### src/rtl/ib_mul_pkg.sv
// Shared widths, state encoding and helpers for the sequential 8x8 shift-add multiplier.
// Optional feature macro used by the top: IB_MUL_RESTART_EN.
package ib_mul_pkg;

  localparam int unsigned IB_MUL_AW   = 8;
  localparam int unsigned IB_MUL_BW   = 8;
  localparam int unsigned IB_MUL_CW   = 16;
  localparam int unsigned IB_MUL_LAT  = 16;
  localparam int unsigned IB_MUL_CNTW = 3;

  typedef enum logic [1:0] {
    IDLE  = 2'd0,
    ADD   = 2'd1,
    SHIFT = 2'd2
  } ib_mul_state_t;

  // True on the SHIFT that retires the final multiplier bit.
  function automatic logic ib_mul_last(input logic [IB_MUL_CNTW-1:0] cnt);
    return cnt == {IB_MUL_CNTW{1'b1}};
  endfunction

endpackage

### src/rtl/ib_mul_step.sv
// One partial-product step: conditionally add the shifted multiplicand into the accumulator.
module ib_mul_step
  import ib_mul_pkg::*;
(
  input  logic [IB_MUL_CW-1:0] i_acc,
  input  logic [IB_MUL_CW-1:0] i_mcand,
  input  logic                 i_bit,
  output logic [IB_MUL_CW-1:0] o_sum
);

  logic [IB_MUL_CW-1:0] w_addend;

  assign w_addend = i_bit ? i_mcand : '0;
  // Unsigned 8x8 partial sums never exceed 16 bits, so no carry-out is needed.
  assign o_sum    = i_acc + w_addend;

endmodule

### src/rtl/ib_mul_8x8_s0_l16.sv
// Sequential unsigned 8x8 multiplier, 16-cycle latency, start/done handshake.
// Define IB_MUL_RESTART_EN to let i_start abort and restart a busy operation.
module ib_mul_8x8_s0_l16
  import ib_mul_pkg::*;
(
  input  logic                 i_clk,
  input  logic                 i_rst,
  input  logic                 i_start,
  input  logic [IB_MUL_AW-1:0] i_a,
  input  logic [IB_MUL_BW-1:0] i_b,
  output logic [IB_MUL_CW-1:0] o_c,
  output logic                 o_done
);

  ib_mul_state_t          r_state;
  logic [IB_MUL_CW-1:0]   r_mcand;
  logic [IB_MUL_BW-1:0]   r_mult;
  logic [IB_MUL_CW-1:0]   r_acc;
  logic [IB_MUL_CNTW-1:0] r_cnt;
  logic [IB_MUL_CW-1:0]   r_c;
  logic                   r_done;

  logic                   w_accept;
  logic [IB_MUL_CW-1:0]   w_sum;

`ifdef IB_MUL_RESTART_EN
  assign w_accept = i_start;
`else
  assign w_accept = i_start && (r_state == IDLE);
`endif

  ib_mul_step u_step (
    .i_acc   (r_acc),
    .i_mcand (r_mcand),
    .i_bit   (r_mult[0]),
    .o_sum   (w_sum)
  );

  always_ff @(posedge i_clk) begin
    if (i_rst) begin
      r_state <= IDLE;
      r_mcand <= '0;
      r_mult  <= '0;
      r_acc   <= '0;
      r_cnt   <= '0;
      r_c     <= '0;
      r_done  <= 1'b0;
    end else if (w_accept) begin
      // r_c is left alone so the previous result stays visible until completion.
      r_state <= ADD;
      r_mcand <= {{(IB_MUL_CW - IB_MUL_AW){1'b0}}, i_a};
      r_mult  <= i_b;
      r_acc   <= '0;
      r_cnt   <= '0;
      r_done  <= 1'b0;
    end else begin
      case (r_state)
        IDLE: begin
          r_state <= IDLE;
        end
        ADD: begin
          r_acc   <= w_sum;
          r_state <= SHIFT;
        end
        SHIFT: begin
          r_mcand <= r_mcand << 1;
          r_mult  <= r_mult >> 1;
          r_cnt   <= r_cnt + 1'b1;
          if (ib_mul_last(r_cnt)) begin
            r_c     <= r_acc;
            r_done  <= 1'b1;
            r_state <= IDLE;
          end else begin
            r_state <= ADD;
          end
        end
        default: begin
          r_state <= IDLE;
        end
      endcase
    end
  end

  assign o_c    = r_c;
  assign o_done = r_done;

endmodule

### config.mk
export PLATFORM = sky130hd
export DESIGN_NAME = ib_mul_8x8_s0_l16
export DESIGN_NICKNAME = d
export VERILOG_FILES = /design/src/rtl/ib_mul_pkg.sv /design/src/rtl/ib_mul_step.sv /design/src/rtl/ib_mul_8x8_s0_l16.sv
export SDC_FILE = /design/constraint.sdc
export NUM_CORES = 1
export LEC_CHECK = 0
export CAP_MARGIN = 20
export CORE_UTILIZATION = 55
export DETAILED_ROUTE_END_ITERATION = 10
export HOLD_SLACK_MARGIN = 0.06
export PLACE_DENSITY = 0.83
export SLEW_MARGIN = 20
export SYNTH_ARGS = -nofsm -noshare
export SYNTH_HDL_FRONTEND = slang
export SYNTH_HIERARCHICAL = 1
export SYNTH_SLANG_ARGS = --single-unit
### constraint.sdc
create_clock -name i_clk -period 3.62 [get_ports i_clk]
set_input_delay 0.543 -clock i_clk [delete_from_list [all_inputs] [get_ports i_clk]]
set_output_delay 0.543 -clock i_clk [all_outputs]
set_load 0.005 [all_outputs]
# --- Word level (Yosys, flattened, before mapping) ---
# Cells that the tools add are included.
totals:
  ff_bits: 62
  latchBits: 0
  ramBits: 0
  mem_bits_ro: 0
  n_memories: 0
classes:
  add_sub_neg: 2
  multipliers: 0
  div_mod_pow: 0
  magnitude_cmp: 0
  n_eq_ne: 3
  n_shift: 0
  muxes: 8
  bitwise: 1
  reduce_logical: 6
op_table:
  columns: ["cell", "n"]
  rows:
  - ["8-bit 2-to-1 mux", 4]
  - ["16-bit adder", 1]
  - ["16-bit 2-to-1 mux", 1]
  - ["2-bit case mux with 2 select lines", 1]
  - ["3-bit by 1-bit adder with 3-bit output, second input constant", 1]
  - ["3-bit == test, second input constant", 1]
  - ["3-bit AND reduction", 1]
  - ["2-bit by 1-bit == test with 1-bit output, second input constant", 1]
  - ["2-bit == test, second input constant", 1]
  - ["2-bit zero test", 1]
  - ["1-bit 2-to-1 mux", 2]
  - ["2-bit AND reduction", 1]
  - ["2-bit nonzero test", 1]
  - ["2-bit OR reduction", 1]
  - ["1-bit logical AND", 1]
  - ["1-bit inverter", 1]

# --- Depth between registers and ports, before layout ---
# Gate-level depths: netlist of run 1.
logic_depth:
  depth_word: 4
  depth_mapped: 10

# --- Modules after synthesis ---
# The synthesis of run 1 kept the hierarchy.
by_module_without_submodules:
  columns: ["mod", "instances", "cells_per_inst", "area_each_um2", "seq_area_each_um2"]
  rows:
  - ["ib_mul_8x8_s0_l16", 1, 248, 2548.7, 1241.2]
  - ["ib_mul_step", 1, 112, 833.3, 0.0]

# --- Worst setup path before layout of run 1 ---
# No wires, ideal clock.
synth_timing:
  kind: "register -> register"
  start: "register r_mult[0]"
  end: "register r_acc[12]"
  arrival_ns: 2.093
  required_time_ns: 3.503
  setup_slack_ns: 1.410
  path_stages_with_launch: 11
  period_less_slack_ns: 2.210
  cell_sequence: "dfxtp_1 > clkbuf_1 > and2_1 > ha_1 > and3_1 > a221o_1 > nor4_2 > a211oi_2 > xor2_1 > mux2i_1 > nor2_1"
synth_via:
  elab_chain_cells: 2
synth_rtl:
  columns: ["item", "line_no", "source"]
  rows:
  - ["from (decl)", "ib_mul_8x8_s0_l16.sv:17", "logic [IB_MUL_BW-1:0] r_mult;"]
  - ["from (signal assigned)", "ib_mul_8x8_s0_l16.sv:52", "r_mult <= i_b;"]
  - ["from (signal assigned)", "ib_mul_8x8_s0_l16.sv:67", "r_mult <= r_mult >> 1;"]
  - ["16-bit 2-to-1 mux", "ib_mul_step.sv:13", "assign w_addend = i_bit ? i_mcand : '0;"]
  - ["16-bit adder", "ib_mul_step.sv:15", "assign o_sum = i_acc + w_addend;"]
  - ["named net w_sum[12]", "ib_mul_8x8_s0_l16.sv:24", "logic [IB_MUL_CW-1:0] w_sum;"]
  - ["to (signal assigned)", "ib_mul_8x8_s0_l16.sv:62", "r_acc <= w_sum;"]
  - ["to (decl)", "ib_mul_8x8_s0_l16.sv:18", "logic [IB_MUL_CW-1:0] r_acc;"]
# The timed path passes the listed nets, and every way through them passes these cells.
# A chain may end at the register's enable or synchronous reset.

# --- Worst setup path in the final report of run 1 ---
layout_timing:
  start: "register r_mult[0]"
  end: "register r_acc[14]"
# The elaborated chain is that of the path after synthesis.

==> impl_metrics.ini, run 1 <==
[timing]
finalCritPeriodShare_pct = 68.9
setup_viol_count_final = 0
finalHoldViolCount = 0
finalSetupTns_ns = 0
finalMaxSlewViolations = 0
tightest_slew_ns = 1.00
period_needed_ns = 2.49
timing.fmax_mhz = 401
clock_skew_ns = 0.00535
rsz0062_at_grt = false
relSlewSlack_pct = 33.1

[synthesis]
synth-adder-area-share_pct = 8.73
synth_ff_type = dfxtp_1
synth-async-reset-ratio_pct = 0
syn_avg_cell_area_sq_um = 9.39
synth_top_family_by_area = simple AND/OR/NAND/NOR gates
synth_nets = 402
synth-compound-area-share_pct = 11.7
ys_types = 41
synth-seq-area-share_pct = 36.7
synthXorXnorAreaFrac_pct = 3.63
synth-simple-area-share_pct = 19.0
synth_area_sq_um = 3380
yosysWarnings = 6
syn_inst = 360
synthMuxAreaShare_pct = 16.6
synth_seq_cells = 62
synth-edff-count = 0

[clock_network]
post-cts-setup-buffers = 0
clock_latency_ns = 0.34
cts_made_buffers = 9
cts_buffer_depth = 2
htreeDepth = 3
clk_pin_slew_ns = 0.07
root_buffer = clkbuf_8
cts_sinks = 62
post_cts_resized = 0
postCtsHoldBufs = 0
cts_tree = built

[power]
p_int_mw = 1.11
irDropWorstVdd_v = 0.000280
swShare_pct = 23.2
switchingPower_mw = 0.335
total_power_mw = 1.44
p_leak_nw = 1.52
pwr-share-clk_pct = 42.6
seq_power_share_pct = 49.4
power_density_nw_per_um2 = 366
p_comb_share_pct = 8.0

[setup_path]
crit_fanout = 17
endpoint_kind = flop
arrival_ns = 2.72
start_kind = flop
timing.rr.start = r_mult[0]
rr_worst_depth = 10
path_cells = and2_1, ha_1, fa_1, a21o_1, a31o_2, nand2_1, o21ai_1, xor2_1, mux2i_1, nor2_1
crit_family = adder cells
worstPathRequired_ns = 3.84
critPathBufInv = 0
r2r_end = r_acc[14]
slowest_stage = dfxtp_1
rrSetupSlack_ns = 1.13
max_stage_delay_ns = 0.42
criticalPathCategory = flop to flop

[layout]
regArea_sq_um = 1240
antennaDiodeCount = 0
most-common-layout-cells = dfxtp_1 (62), mux2i_1 (56), nor2_1 (47), clkdlybuf4s50_1 (35), nand2b_1 (33)
fin_nets = 432
area_growth_pct = 16.7
fin_cells = 470
fillCellCount = 485
drive_gt1_share_pct = 6.84
multi_input_area_sq_um = 2020
layout_commonest_cell = dfxtp_1

[floorplanning]
rows = 28
die_y_um = 80.4
coreArea_sq_um = 5920
die_x_um = 80.4
initial_core_util_pct = 57.1
die_area_sq_um = 6470
ios = 36

[hold_path]
min_to = o_c[11]
hold_path.class = flop to flop
min_from = o_c[11]
whs_path_depth = 2

[placed_design]
dp.cells = 454
routabilityCongestion = 0.831
io_buffers = 35
dp_hpwl_um = 4480

[run]
cap_violations = 0

[global_route]
track_usage_pct = 22.2
grt_start_max_net_pins = 34
antenna_found_initial = 0
grt-ovfl-total = 0
grt_pass1_wl_um = 10800
grt_pass1_vias = 2387

[route]
num_vias = 2586
drt_iter0_drc = 118
drtAntennaViolNets = 0
via_per_inst = 5.50
drtPass1Iterations = 5
wl_per_cell_um = 13.5
routed_wl_um = 6360
post-route-drc-count = 0

[outcome]
status = finished clean
==> layer usage <==
| metal | vias up | routed length [um] | global-route usage, % | part of all wire (%) |
|---|---|---|---|---|
| met3 | 12 | 213 | 5.00 | 3.3 |
| li1 | 1313 | - | - | - |
| met2 | 51 | 2930 | 34.6 | 46 |
| met4 | 0 | 150 | 14.8 | 2.4 |
| met1 | 1210 | 3070 | 27.1 | 48 |
| met5 | - | 0 | 0 | 0 |
==> kinds of logic after synthesis <==
logic type	count (synthesis)
AOI/OAI and AO/OA	58
xor gates and xnor gates	14
adders and majority gates	23
buffers and inverters	24
DFF	62
muxes	56
and+or+nand+nor	123
==> stage by stage <==
| step | worst slack [ns] | utilization, % | hold slack (ns) | instance area (sq um) |
|---|---|---|---|---|
| finish | 1.13 | 66.7 | 0.474 | 3950 |
| global route | 0.957 | 66.7 | 0.486 | 3950 |
| CTS | 1.12 | 66.7 | 0.478 | 3950 |
| detailed placement | 1.15 | 63.3 | 0.461 | 3750 |
| global placement | 1.25 | 63.3 | 0.456 | 3750 |
| floorplan | 1.41 | - | 0.460 | 3380 |
==> worst max-delay path by stage <==
stage / from / end / slack, ns / cells past startpoint
after CTS: r_mult[0] / r_acc[14] / 1.12 / 10
final: r_mult[0] / r_acc[14] / 1.13 / 10
after global placement: r_mult[0] / r_acc[14] / 1.25 / 10
after floorplan: r_mult[0] / r_acc[12] / 1.41 / 10
after detailed placement: r_mult[0] / r_acc[14] / 1.15 / 10
after global routing: r_mult[0] / r_acc[10] / 0.96 / 10
==> cell type report <==
type                            instances  share of cell area (%)
Tap cell                               75                    2.38
Timing Repair Buffer                   39                    9.64
Clock inverter                          4                    1.14
Sequential cell                        62                    31.4
Multi-Input combinational cell        274                    51.1
Clock buffer                           12                    3.93
Inverter                                4                   0.380
==> power groups by stage <==
stage / Sequential, mW / Combinational, mW / Clock (mW)
after global routing: 0.715 / 0.128 / 0.663
final: 0.713 / 0.115 / 0.615
after floorplan: 0.723 / 0.0832 / 0
after global placement: 0.728 / 0.113 / 0
after CTS: 0.713 / 0.116 / 0.634
after detailed placement: 0.728 / 0.116 / 0
==> sequential cells by signal, indices dropped and copies added (netlist names) <==
name	cells
r_cnt	3
r_mult	8
r_mcand	16
o_done	1
r_state	2
o_c	16
r_acc	16
==> synthesized netlist by cell type, drive strengths merged (6+ instances only) <==
| cell | number | area, sq um |
|---|---|---|
| xnor2 | 6 | 52.6 |
| a21oi | 18 | 90.1 |
| xor2 | 8 | 70.1 |
| nand2 | 9 | 36.3 |
| mux2i | 56 | 561 |
| nand2b | 33 | 206 |
| and2 | 15 | 93.8 |
| dfxtp | 62 | 1240 |
| clkbuf | 9 | 33.8 |
| buf | 11 | 75.1 |
| ha | 22 | 275 |
| a211oi | 17 | 133 |
| nor2 | 47 | 176 |
| o21ai | 9 | 48.8 |
==> worst register-to-register path, cell delays in order (launching register included) <==
cell and delay [ns]:
dfxtp_1 0.42, and2_1 0.22, ha_1 0.22, fa_1 0.42
a21o_1 0.23, a31o_2 0.27, nand2_1 0.15, o21ai_1 0.11
xor2_1 0.14, mux2i_1 0.14, nor2_1 0.06
Power figures use the tool's default switching activity.
==> run 2, diff against run 1 <==
Clock period 3.62 ns to 2.42 ns, I/O delays scaled along.
==> run 2 against run 1 <==
Wire length rose by 0.69%. Utilization increased by 0.36 points. Sequential power rose by 50%. Non-clock buffer count grew 4. Die area did not move. Design area grew 0.54%. Register-to-register slack worse by 0.99 ns. Global-route usage shrank 0.55 points. Via count rose by 0.12%. Maximum frequency rose by 9.0%. Largest power group unchanged.
==> impl_metrics.ini, run 2 (synthesized netlist as in run 1, its figures left out) <==
[route]
num_vias = 2589
drtAntennaViolNets = 0
drtPass1Iterations = 4
routed_wl_um = 6410
drt_iter0_drc = 85
via_per_inst = 5.49
post-route-drc-count = 0
wl_per_cell_um = 13.6

[power]
p_int_mw = 1.58
seq_power_share_pct = 52.1
power_density_nw_per_um2 = 516
switchingPower_mw = 0.467
p_comb_share_pct = 8.8
swShare_pct = 22.8
pwr-share-clk_pct = 39.1
irDropWorstVdd_v = 0.000403
p_leak_nw = 1.51

[timing]
setup_viol_count_final = 0
finalCritPeriodShare_pct = 94.5
finalMaxSlewViolations = 0
period_needed_ns = 2.29
finalSetupTns_ns = 0
clock_skew_ns = 0.00847
rsz0062_at_grt = false
timing.fmax_mhz = 437
finalHoldViolCount = 0
tightest_slew_ns = 0.622
relSlewSlack_pct = 58.6

[floorplanning]
die_y_um = 80.4
rows = 28
ios = 36
die_x_um = 80.4
die_area_sq_um = 6470
coreArea_sq_um = 5920
initial_core_util_pct = 57.1

[run]
cap_violations = 0

[clock_network]
cts_made_buffers = 9
cts_buffer_depth = 2
htreeDepth = 3
post-cts-setup-buffers = 0
clock_latency_ns = 0.33
clk_pin_slew_ns = 0.07
cts_tree = built
root_buffer = clkbuf_8
cts_sinks = 62

[layout]
fillCellCount = 489
area_growth_pct = 17.4
layout_commonest_cell = dfxtp_1
antennaDiodeCount = 0
fin_nets = 436
regArea_sq_um = 1240
most-common-layout-cells = dfxtp_1 (61), mux2i_1 (56), nor2_1 (46), clkdlybuf4s50_1 (35), nand2b_1 (33)
multi_input_area_sq_um = 2030
drive_gt1_share_pct = 9.07
postLayoutCoreUtil_pct = 67.0

[setup_path]
worstPathRequired_ns = 2.64
criticalPathCategory = flop to flop
endpoint_kind = flop
crit_fanout = 12
arrival_ns = 2.50
start_kind = flop

[global_route]
antenna_found_initial = 0
track_usage_pct = 21.6
grt-ovfl-total = 0
grt_start_max_net_pins = 31
grt_pass1_vias = 2403
grt_pass1_wl_um = 10600

[hold_path]
hold_path.class = flop to flop

[outcome]
status = finished clean

[placed_design]
io_buffers = 35
routabilityCongestion = 0.861
dp_hpwl_um = 4480
## run 2: changes by cell type in the layout (fill, tap and decap cells not counted), moves of 2 or more
| cell | change |
|---|---|
| ha_1 | -2 |
| clkinv_2 | -2 |
| ha_2 | +2 |
| buf_4 | +4 |
## run 2: what timing repair did
| item | CTS | global route |
|---|---|---|
| setup endpoints to repair | 0 | 8 |
| hold buffers | 0 | 0 |
| gates resized for setup | 0 | 8 |
## run 2: per-layer routing
metal  global-route usage, %  wire length [um]
met3                    5.80               223
met2                    35.5              2950
met4                    9.11               138
met1                    26.4              3100
met5                       0                 0
## run 2: worst paths after layout
path | startpoint | endpoint | slack (ns) | cells after the start
max | r_mult[0] | r_acc[12] | 0.13 | 10
min | o_c[0] | o_c[0] | 0.47 | 2
max reg2reg | r_mult[0] | r_acc[12] | 0.13 | 10
min reg2reg | o_c[0] | o_c[0] | 0.47 | 2
## run 2: area by class of cell
cell class | count | area share (%)
clock inverters | 1 | 0.126
inverters | 4 | 0.378
repair buffers | 43 | 10.3
clock buffers | 13 | 4.26
multi-input cells | 274 | 51.2
well taps | 75 | 2.36
flip-flops and latches | 62 | 31.3
## run 2: metrics by stage
stage / cell area, sq um / instances / setup WS [ns] / hold slack [ns] / power, mW
6_report: 3970 / 472 / 0.133 / 0.470 / 2.05
5_1_grt: 3970 / 472 / 0.00998 / 0.487 / 2.13
4_1_cts: 3950 / 472 / 0.0552 / 0.474 / 2.07
3_5_place_dp: 3780 / 458 / 0.0942 / 0.459 / 1.27
3_3_place_gp: 3780 / 458 / 0.173 / 0.456 / 1.26
2_1_floorplan: 3380 / 360 / 0.210 / 0.460 / 1.21
## run 2: critical path: stages (launching register included)
cell	delay (ns)
dfxtp_2	0.34
buf_4	0.16
and2_1	0.14
ha_1	0.36
and3_1	0.20
a221o_1	0.37
nor4_2	0.19
a211oi_2	0.08
xor2_1	0.14
mux2i_1	0.14
nor2_1	0.05
## run 2: power groups by stage
stage / combinational [mW] / sequential, mW / clock, mW
4_1_cts: 0.180 / 1.07 / 0.826
3_5_place_dp: 0.179 / 1.09 / 0
2_1_floorplan: 0.124 / 1.08 / 0
5_1_grt: 0.196 / 1.07 / 0.869
3_3_place_gp: 0.176 / 1.09 / 0
6_report: 0.180 / 1.07 / 0.801
==> run 3, diff against run 2 <==
Settings changed: ABC_AREA set to 0.
==> results of run 3 <==
Same layout as run 2: the final DEF is identical, and so are final timing and power.
